$ cat src/rtl/sram_1rw_arbiter.sv
// Round-robin arbiter and sequencer in front of a single-port 1RW SRAM macro.
// Zero-fills the whole array after every reset, then shares the macro between
// two valid/ready requesters and returns read data one cycle after acceptance.
module sram_1rw_arbiter #(
  parameter int unsigned ADDR_W = 6,
  parameter int unsigned DATA_W = 8
) (
  input  logic              clk,
  input  logic              rst_n,
  input  logic              req_valid_0,
  input  logic              req_valid_1,
  output logic              req_ready_0,
  output logic              req_ready_1,
  input  logic              req_we_0,
  input  logic              req_we_1,
  input  logic [ADDR_W-1:0] req_addr_0,
  input  logic [ADDR_W-1:0] req_addr_1,
  input  logic [DATA_W-1:0] req_wdata_0,
  input  logic [DATA_W-1:0] req_wdata_1,
  output logic              rsp_valid_0,
  output logic              rsp_valid_1,
  output logic [DATA_W-1:0] rsp_rdata,
  output logic              init_done,
  output logic [ADDR_W-1:0] sram_A,
  output logic              sram_CSB,
  output logic              sram_WEB,
  output logic              sram_OEB,
  output logic [DATA_W-1:0] sram_I,
  input  logic [DATA_W-1:0] sram_O
);

  typedef enum logic [0:0] {StClear, StRun} state_t;

  localparam logic [ADDR_W-1:0] ClrLast = '1;

  state_t              state_q, state_d;
  logic [ADDR_W-1:0]   clr_cnt_q, clr_cnt_d;
  // rr_q = 0: port 0 preferred on contention; 1: port 1 preferred.
  logic                rr_q, rr_d;
  logic                pend_q, pend_d;
  logic                owner_q, owner_d;
  logic [ADDR_W-1:0]   a_q, a_c;
  logic [DATA_W-1:0]   i_q, i_c;
  logic                csb_c, web_c;
  logic                run;
  logic                grant_0, grant_1;

  assign run = (state_q == StRun);

  // Grant depends only on valids and the rr pointer, never on ready.
  always_comb begin
    grant_0 = run & req_valid_0 & (~req_valid_1 | ~rr_q);
    grant_1 = run & req_valid_1 & (~req_valid_0 | rr_q);
  end

  // Next-state logic and macro control for the clear and run phases.
  always_comb begin
    state_d   = state_q;
    clr_cnt_d = clr_cnt_q;
    rr_d      = rr_q;
    pend_d    = 1'b0;
    owner_d   = owner_q;
    csb_c     = 1'b1;
    web_c     = 1'b1;
    a_c       = a_q;
    i_c       = i_q;
    unique case (state_q)
      StClear: begin
        csb_c = 1'b0;
        web_c = 1'b0;
        a_c   = clr_cnt_q;
        i_c   = '0;
        // Explicit terminal count: leave after the last address, no second pass.
        if (clr_cnt_q == ClrLast) begin
          state_d   = StRun;
          clr_cnt_d = '0;
        end else begin
          clr_cnt_d = clr_cnt_q + 1'b1;
        end
      end
      StRun: begin
        if (grant_0) begin
          csb_c   = 1'b0;
          web_c   = ~req_we_0;
          a_c     = req_addr_0;
          i_c     = req_wdata_0;
          rr_d    = 1'b1;
          pend_d  = ~req_we_0;
          owner_d = 1'b0;
        end else if (grant_1) begin
          csb_c   = 1'b0;
          web_c   = ~req_we_1;
          a_c     = req_addr_1;
          i_c     = req_wdata_1;
          rr_d    = 1'b0;
          pend_d  = ~req_we_1;
          owner_d = 1'b1;
        end
      end
      default: state_d = StClear;
    endcase
  end

  // State, counters, rr pointer, read-pending flag and held macro bus.
  always_ff @(posedge clk or negedge rst_n) begin
    if (!rst_n) begin
      state_q   <= StClear;
      clr_cnt_q <= '0;
      rr_q      <= 1'b0;
      pend_q    <= 1'b0;
      owner_q   <= 1'b0;
      a_q       <= '0;
      i_q       <= '0;
    end else begin
      state_q   <= state_d;
      clr_cnt_q <= clr_cnt_d;
      rr_q      <= rr_d;
      pend_q    <= pend_d;
      owner_q   <= owner_d;
      a_q       <= a_c;
      i_q       <= i_c;
    end
  end

  // Outputs; reset forces the macro idle even though the FSM sits in clear.
  always_comb begin
    req_ready_0 = grant_0;
    req_ready_1 = grant_1;
    rsp_valid_0 = pend_q & ~owner_q;
    rsp_valid_1 = pend_q & owner_q;
    rsp_rdata   = sram_O;
    init_done   = run;
    sram_A      = a_c;
    sram_I      = i_c;
    sram_CSB    = rst_n ? csb_c : 1'b1;
    sram_WEB    = rst_n ? web_c : 1'b1;
    sram_OEB    = ~run;
  end

endmodule
$ cat config.mk
export PLATFORM = sky130hd
export DESIGN_NAME = sram_1rw_arbiter
export DESIGN_NICKNAME = d
export VERILOG_FILES = /design/src/rtl/sram_1rw_arbiter.sv
export SDC_FILE = /design/constraint.sdc
export NUM_CORES = 1
export LEC_CHECK = 0
export ABC_AREA = 1
export CAP_MARGIN = 20
export CORE_UTILIZATION = 35
export DETAILED_ROUTE_END_ITERATION = 16
export GPL_TIMING_DRIVEN = 1
export PLACE_DENSITY = 0.74
export SETUP_SLACK_MARGIN = 0.05
export SYNTH_ARGS = -nofsm -noshare
export SYNTH_HDL_FRONTEND = slang
export SYNTH_SLANG_ARGS = --single-unit
$ cat constraint.sdc
create_clock -name clk -period 1.4 [get_ports clk]
set_input_delay 0.28 -clock clk [delete_from_list [all_inputs] [get_ports clk]]
set_output_delay 0.28 -clock clk [all_outputs]
set_load 0.005 [all_outputs]
; Word-level counts from Yosys, hierarchy flattened
; Index checks and enable logic that the tools add are counted.
[op_classes]
addsub = 1
mul = 0
div_mod_pow = 0
order_cmp = 0
eq_ne = 1
shifts = 0
muxes = 24
bitwise = 15
reduce_logical = 2
[op_table]
columns = op, count
row1 = $mux 6, 3
row2 = $mux 8, 2
row3 = $pmux 8 s2, 1
row4 = $mux 1, 15
row5 = $pmux 6 s2, 1
row6 = $not 1->1, 7
row7 = $add 6x1->6 const B, 1
row8 = $and 1x1->1, 6
row9 = $eq 6x6->1 const B, 1
row10 = $pmux 1 s2, 2
row11 = $or 1x1->1, 2
row12 = $reduce_and 2->1, 1
row13 = $reduce_bool 2->1, 1
[totals]
register_bits = 24
latchBits = 0
ram_bits = 0
mem_bits_ro = 0
out_inout_bits = 30
word_cells = 50
n_memories = 0

; Logic depth before layout (Yosys ltp)
; Gate-level depths: netlist of run 1.
[depth]
ltp_word = 7
mapped_depth = 8
depth_no_buf = 7

; Worst setup path before layout of run 1
; No wires, ideal clock.
[synth_timing]
path_type = register -> output
from = register state_q (netlist: init_done)
to = output port sram_I[2]
arrival_ns = 1.141
slack_ns = -0.021
path_stages_with_launch = 7
cell_sequence = dfrtp_1 -> nand2_2 -> clkinv_4 -> nand2_4 -> buf_6 -> nor2_1 -> nor3_1
[synth_via]
elab_chain_cells = 5
word_cells_on_any_way = 8
classes_between = mux: 3 / bitwise: 5
[synth_lines]
columns = item, line
row1 = start: declaration, 36  ; state_t state_q, state_d;
row2 = start signal: assignment, 107  ; state_q <= StClear;
row3 = start signal: assignment, 115  ; state_q <= state_d;
row4 = $and 1x1->1 (2 in a row), 53  ; grant_1 = run & req_valid_1 & (~req_valid_0 | rr_q);
row5 = $mux 8, 90  ; end else if (grant_1) begin
row6 = $mux 8, 82  ; if (grant_0) begin
row7 = $pmux 8 s2 *, 67  ; unique case (state_q)
row8 = end: declaration, 28  ; output logic [DATA_W-1:0] sram_I,
; Every way passes the cells marked *; elsewhere a longest branch is shown, timed or not.

; Worst setup path in the final report of run 1
[layout_timing]
from = register state_q (netlist: init_done)
to = output port sram_A[2]
[layout_via]
elab_chain_cells = 5
word_cells_on_any_way = 8
classes_between = mux: 3 / bitwise: 5
[layout_lines]
columns = item, line
row1 = $and 1x1->1 (2 in a row), 53
row2 = $mux 6, 90
row3 = $mux 6, 82
row4 = $pmux 6 s2 *, 67
row5 = end: declaration, 24  ; output logic [ADDR_W-1:0] sram_A,
; Marks and branches as above.

==> flow_metrics.env, run 1 <==
export IMPL_overflow=0
export IMPL_yosysTopAreaCellShare_pct=45.11
export IMPL_start_kind="flip-flop"
export IMPL_dieArea_um2=4055
export IMPL_whs_ns=0.3925
export IMPL_critPathLaunch="init_done"
export IMPL_drt_iter0_markers=95
export IMPL_setup_ws_ns=-0.5086
export IMPL_leakage_nw=1.411
export IMPL_rows=22
export IMPL_drc=0
export IMPL_drive_above_1_share_pct=51.39
export IMPL_dieWidth_um=63.68
export IMPL_synth_mux_area_share_pct=0.7519
export IMPL_cts_sinks=24
export IMPL_cp_slowest_cell="dfrtp_2"
export IMPL_synthesis_area_um2=1331
export IMPL_arrival_ns=1.63
export IMPL_maxSlewHeadroom_pct=80.69
export IMPL_firstDrtPassIters=4
export IMPL_synth_yosys_warnings=0
export IMPL_period_minus_slack_ns=1.909
export IMPL_status="finished with violations"
export IMPL_ys_types=25
export IMPL_worstPathMaxFanout=4
export IMPL_antenna_found_initial=0
export IMPL_synthArstFlopShare_pct=100.0
export IMPL_nets=332
export IMPL_period_share_pct=136.3
export IMPL_slowest_delay_ns=0.48
export IMPL_grtUsageTotal_pct=24.43
export IMPL_diodes=0
export IMPL_avgSynthCellArea_um2=7.695
export IMPL_synth_fa_ha_area_share_pct=0.9398
export IMPL_routed_via_density=4.902
export IMPL_max_vdd_ir_drop_mv=0.5645
export IMPL_fin_util_pct=73.68
export IMPL_wirelength_um=5371
export IMPL_tightest_slew_ns=0.2896
export IMPL_insertion_delay_ns=0.28
export IMPL_drv_slew=0
export IMPL_grt_start_max_net_pins=22
export IMPL_synth_seq_cells=24
export IMPL_clk_path_buf_depth=2
export IMPL_yosys_area_top_type="dfrtp_1"
export IMPL_vias=1647
export IMPL_postRouteAntennaNets=0
export IMPL_io_pins=72
export IMPL_die_y_um=63.68
export IMPL_synth_edf_count=0
export IMPL_core_area_um2=3661
export IMPL_critPathKind="flip-flop to output pin"
export IMPL_timing_fmax_ghz=0.5239
export IMPL_synth_xor_area_share_pct=1.316
export IMPL_synth_ff_type="dfrtp_1"
export IMPL_clk_pin_slew_ns=0.10
export IMPL_start_util_pct=36.36
export IMPL_htree_levels=1
export IMPL_cp_end_kind="output pin"
export IMPL_grt_pass1_wl_um=7548
export IMPL_drv_cap=0
export IMPL_rsz0062_at_grt="yes"
export IMPL_setup_viol=32
export IMPL_io_buffers=55
export IMPL_worstRegToRegCells=8
export IMPL_synthCells=173
export IMPL_synth_compound_area_share_pct=7.331
export IMPL_cts_hold_fix_buffers=0
export IMPL_pwr_density_cell_nw_per_um2=543.8
export IMPL_synth_simple_gate_area_share_pct=32.14
export IMPL_syn_to_final_growth_pct=102.6
export IMPL_cts_buffers=3
export IMPL_grt_pass1_vias=1616
export IMPL_cp_cell_sequence="nand2_4, inv_4, nand2_4, buf_6, buf_6, nor2_2, nor2_1, nand2_1, nand2_2, buf_2"
export IMPL_hold_path_class="input pin to async pin"
export IMPL_tritoncts="done"
export IMPL_cts_root_buf="clkbuf_8"
export IMPL_ys_top_cells_by_count="39 x nand2_1, 27 x nor2_1, 24 x dfrtp_1"
export IMPL_synth_top_family_by_area="simple AND/OR/NAND/NOR gates"
export IMPL_finalHoldViolCount=0
export IMPL_place_congestion=0.8574
export IMPL_synthesis_nets=216
export IMPL_dp_hpwl_um=2599
export IMPL_synth_yosys_seq_area_share_pct=45.11
export IMPL_required_ns=1.12
export IMPL_drt_wirelength_per_cell_um=15.99
export IMPL_timing_rr_start="init_done"
export IMPL_synth_most_common_cell="nand2_1"
export IMPL_violations="setup timing"
export IMPL_skew_ns=0.01255
export IMPL_yosys_top_cells_area="dfrtp_1 45%, nand2_1 11%, nor2_1 7.6%"
[cell families after synthesis]
group | Yosys count
xor gates and xnor gates | 2
buffers and inverters | 30
adders and majority gates | 1
AOI/OAI and AO/OA | 18
and+or+nand+nor | 97
DFF | 24
muxes | 1
[critical path, delay by kind of cell, from the launching register on]
family / cells / cell delay, ns
AND/OR/NAND/NOR: 6 / 0.48
buffers and inverters: 4 / 0.38
flip-flops: 1 / 0.48
[layout by cell type, fill, tap and decap left out, types with 9 or more instances in the layout]
cell	netlist	layout
inv_1	14	9
nor2_2	0	9
buf_6	2	24
buf_2	2	17
buf_4	8	44
clkdlybuf4s50_1	0	31
nand3_1	18	13
nand2_1	39	30
nor2_1	27	14
dfrtp_1	24	23
[path summary, 6_finish.rpt]
path	to	slack, ns
worst max register to register	i_q[5]	-0.20
min in group clk	a_q[5]	0.50
worst min-delay path	pend_q	0.39
worst max-delay path	sram_A[2]	-0.51
max in group asynchronous	init_done	0.68
worst min register to register	a_q[5]	0.50
[power by group]
| group | internal [mW] | switching (mW) | leakage [nW] |
|---|---|---|---|
| registers | 0.693 | 0 | 0.304 |
| logic | 0.0903 | 0.0475 | 1.07 |
| clock network | 0.383 | 0.253 | 0.0357 |
[metrics by stage]
stage / setup slack [ns] / instance area (um2) / power (mW) / std cells / setup TNS [ns]
after floorplan: 0.03339 / 1341 / 0.7304 / 173 / 0
after global placement: -0.8419 / 2077 / 0.8341 / 292 / -16.00
after detailed placement: -0.8627 / 2077 / 0.8334 / 292 / -16.70
after CTS: -0.4414 / 2462 / 1.443 / 323 / -6.933
after global routing: -0.5522 / 2698 / 1.507 / 336 / -9.820
final: -0.5086 / 2698 / 1.467 / 336 / -8.189
[final cells by class]
type,count,area (um2)
clock buffer,3,41.29
fill,249,963.4
multi-input combinational,120,795.8
clock inverter,1,30.03
sequential,24,601.8
inverter,16,75.07
timing repair buffer,124,1094
tap,48,60.06
[per-layer routing]
metal  global-route usage (%)  part of all wire [%]
met1                    28.90                    40
met2                    44.55                    53
met3                    3.261                   3.8
met4                    8.523                   3.2
met5                        0                     0
[flip-flops by register name (all words and copies together), names as in the netlist]
name       flops
pend_q         1
i_q            8
clr_cnt_q      6
a_q            6
rr_q           1
owner_q        1
init_done      1
[what timing repair did]
action | in CTS | in global routing
pin swaps | 20 | 25
setup buffers | 27 | 16
gates cloned | 1 | 1
resized for setup | 136 | 46
setup endpoints to repair | 28 | 37
(Power assumes the default switching activity.)
==> run 2, diff against run 1 <==
--- a/config.mk
+++ b/config.mk
@@ -7,6 +7,7 @@
 export LEC_CHECK = 0
 export ABC_AREA = 1
 export CAP_MARGIN = 20
+export CORE_ASPECT_RATIO = 0.7
 export CORE_UTILIZATION = 35
 export DETAILED_ROUTE_END_ITERATION = 16
 export GPL_TIMING_DRIVEN = 1
==> constraint.sdc (replaced) <==
create_clock -name clk -period 1.4 [get_ports clk]
set_input_delay 0.28 -clock clk [delete_from_list [all_inputs] [get_ports clk]]
set_output_delay 0.28 -clock clk [all_outputs]
set_load 0.1 [all_outputs]
==> run 2 against run 1 <==
Against the previous run:
- the flow still finishes with violations (setup timing)
- register-to-register slack gained 0.16 ns
- clock power is 32% lower
- routed wire length shrank 8.8%
- sequential share of layout area decreased by 1.5 points
- largest cell class unchanged
- setup slack worse by 0.046 ns
- critical path type unchanged
==> flow_metrics.env, run 2 (synthesis gave the netlist of run 1 again) <==
export IMPL_status="finished with violations"
export IMPL_violations="setup timing"
export IMPL_mostFrequentLayoutCells="31 x clkdlybuf4s50_1, 25 x buf_12, 22 x dfrtp_1"
export IMPL_hold_path_cell_count=1
export IMPL_cp_slowest_cell="dfrtp_4"
export IMPL_finalPower_mw=1.309
export IMPL_drv_slew=0
export IMPL_cp_cell_sequence="nand2_4, inv_6, nand2_8, buf_4, nand3_2, nand2_4, nand2_8, buf_12"
export IMPL_tightest_slew_ns=0.2765
export IMPL_antenna_found_initial=0
export IMPL_setup_ws_ns=-0.5542
export IMPL_arrival_ns=1.67
export IMPL_timing_rr_start="init_done"
export IMPL_worstRegToRegCells=7
export IMPL_tritoncts="done"
export IMPL_critPathKind="flip-flop to output pin"
export IMPL_io_buffers=55
export IMPL_insertion_delay_ns=0.27
export IMPL_hold_end="clr_cnt_q[4]"
export IMPL_skew_ns=0.005292
export IMPL_layout_commonest_cell="clkdlybuf4s50_1"
export IMPL_post_dp_cell_area_um2=2454
export IMPL_firstDrtPassIters=4
export IMPL_clk_path_buf_depth=2
export IMPL_cp_end_kind="output pin"
export IMPL_die_y_um=53.60
export IMPL_maxSlewHeadroom_pct=81.56
export IMPL_postRouteAntennaNets=0
export IMPL_cts_sinks=24
export IMPL_start_kind="flip-flop"
export IMPL_cts_buffers=3
export IMPL_dieWidth_um=75.72
export IMPL_drive_above_1_share_pct=49.41
export IMPL_start_util_pct=37.18
export IMPL_routed_via_density=4.917
export IMPL_syn_to_final_growth_pct=118.4
export IMPL_htree_levels=1
export IMPL_place_congestion=0.7810
export IMPL_r2r_slack_ns=-0.04
export IMPL_worstPathMaxFanout=10
export IMPL_diodes=0
export IMPL_hold_path_class="flip-flop to flip-flop"
export IMPL_grt_pass1_wl_um=6941
export IMPL_grt_pass1_vias=1452
export IMPL_wirelength_um=4897
export IMPL_clk_pin_slew_ns=0.09
export IMPL_whs_ns=0.5014
export IMPL_grtUsageTotal_pct=23.73
export IMPL_rsz0062_at_grt="yes"
export IMPL_dp_cells=285
export IMPL_dieArea_um2=4058
export IMPL_top_regs="i_q x8, a_q x6, clr_cnt_q x6"
export IMPL_min_from="clr_cnt_q[4]"
export IMPL_drt_wirelength_per_cell_um=16.16
export IMPL_drt_iter0_markers=52
export IMPL_period_minus_slack_ns=1.954
export IMPL_dp_slack_ns=-0.6851
export IMPL_rr_endpoint="clr_cnt_q[3]"
export IMPL_rows=18
export IMPL_period_share_pct=139.6
export IMPL_pwr_density_cell_nw_per_um2=450.0
export IMPL_max_vdd_ir_drop_mv=0.4271
export IMPL_required_ns=1.12
export IMPL_dp_hpwl_um=2853
export IMPL_vias=1490
export IMPL_grt_start_max_net_pins=21
export IMPL_finalHoldViolCount=0
export IMPL_timing_fmax_ghz=0.5117
export IMPL_drc=0
export IMPL_drv_cap=0
export IMPL_core_area_um2=3581
export IMPL_slowest_delay_ns=0.55
export IMPL_nets=297
export IMPL_largest_register_ffs=8
export IMPL_io_pins=72
export IMPL_leakage_nw=1.288
export IMPL_regMostFlops="i_q"
export IMPL_fin_util_pct=81.20
export IMPL_overflow=0
export IMPL_cts_root_buf="clkbuf_8"
export IMPL_tns_ns=-9.408
export IMPL_final_area_um2=2908
export IMPL_fin_cells=303
export IMPL_setup_viol=21
run 2: changes by cell type in the layout (fill, tap and decap cells not counted), sizes merged:
cell           delta
clkdlybuf4s15     -1
nand2             +2
dlygate4sd2       -1
clkinvlp          +3
buf              -34
clkinv            +2
inv               -5
bufinv            -1
run 2: power breakdown:
| group | leakage [nW] | switching, mW | internal, mW | total (mW) |
|---|---|---|---|---|
| clock | 0.0228 | 0.226 | 0.204 | 0.430 |
| combinational | 0.962 | 0.0779 | 0.109 | 0.186 |
| sequential | 0.304 | 0 | 0.692 | 0.692 |
run 2: worst max path at each step:
stage / start / endpoint / depth (start not counted)
finish: init_done / sram_A[4] / 8
global placement: req_valid_0 / sram_WEB / 9
global route: init_done / sram_A[2] / 8
CTS: init_done / sram_A[1] / 7
floorplan: init_done / sram_I[2] / 6
detailed placement: req_valid_0 / sram_WEB / 9
run 2: worst max-delay path, delay by kind of cell (launching register included):
kind                   cells  cell delay (ns)
buffers and inverters      3             0.37
DFF                        1             0.55
and+or+nand+nor            5             0.48
run 2: repair_timing:
item,CTS,global route
pin swaps,11,8
endpoints found under the setup margin,37,33
resized for setup,54,28
gates cloned,2,2
hold buffers,0,0
endpoints found under the hold margin,0,0
buffers inserted,6,7
run 2: per-layer routing:
metal,vias to the layer above,wire length (um),track usage [%]
li1,712,-,-
met1,712,2122,31.09
met2,60,2405,40.63
met3,6,323,6.742
met4,0,46,2.778
met5,-,0,0
run 2: layout make-up:
class,count,area [um2]
Clock buffer,4,45.04
Tap cell,50,62.56
Multi-Input combinational cell,122,1002
Sequential cell,24,605.6
Fill cell,191,673.1
Inverter,16,101.3
Timing Repair Buffer,87,1091
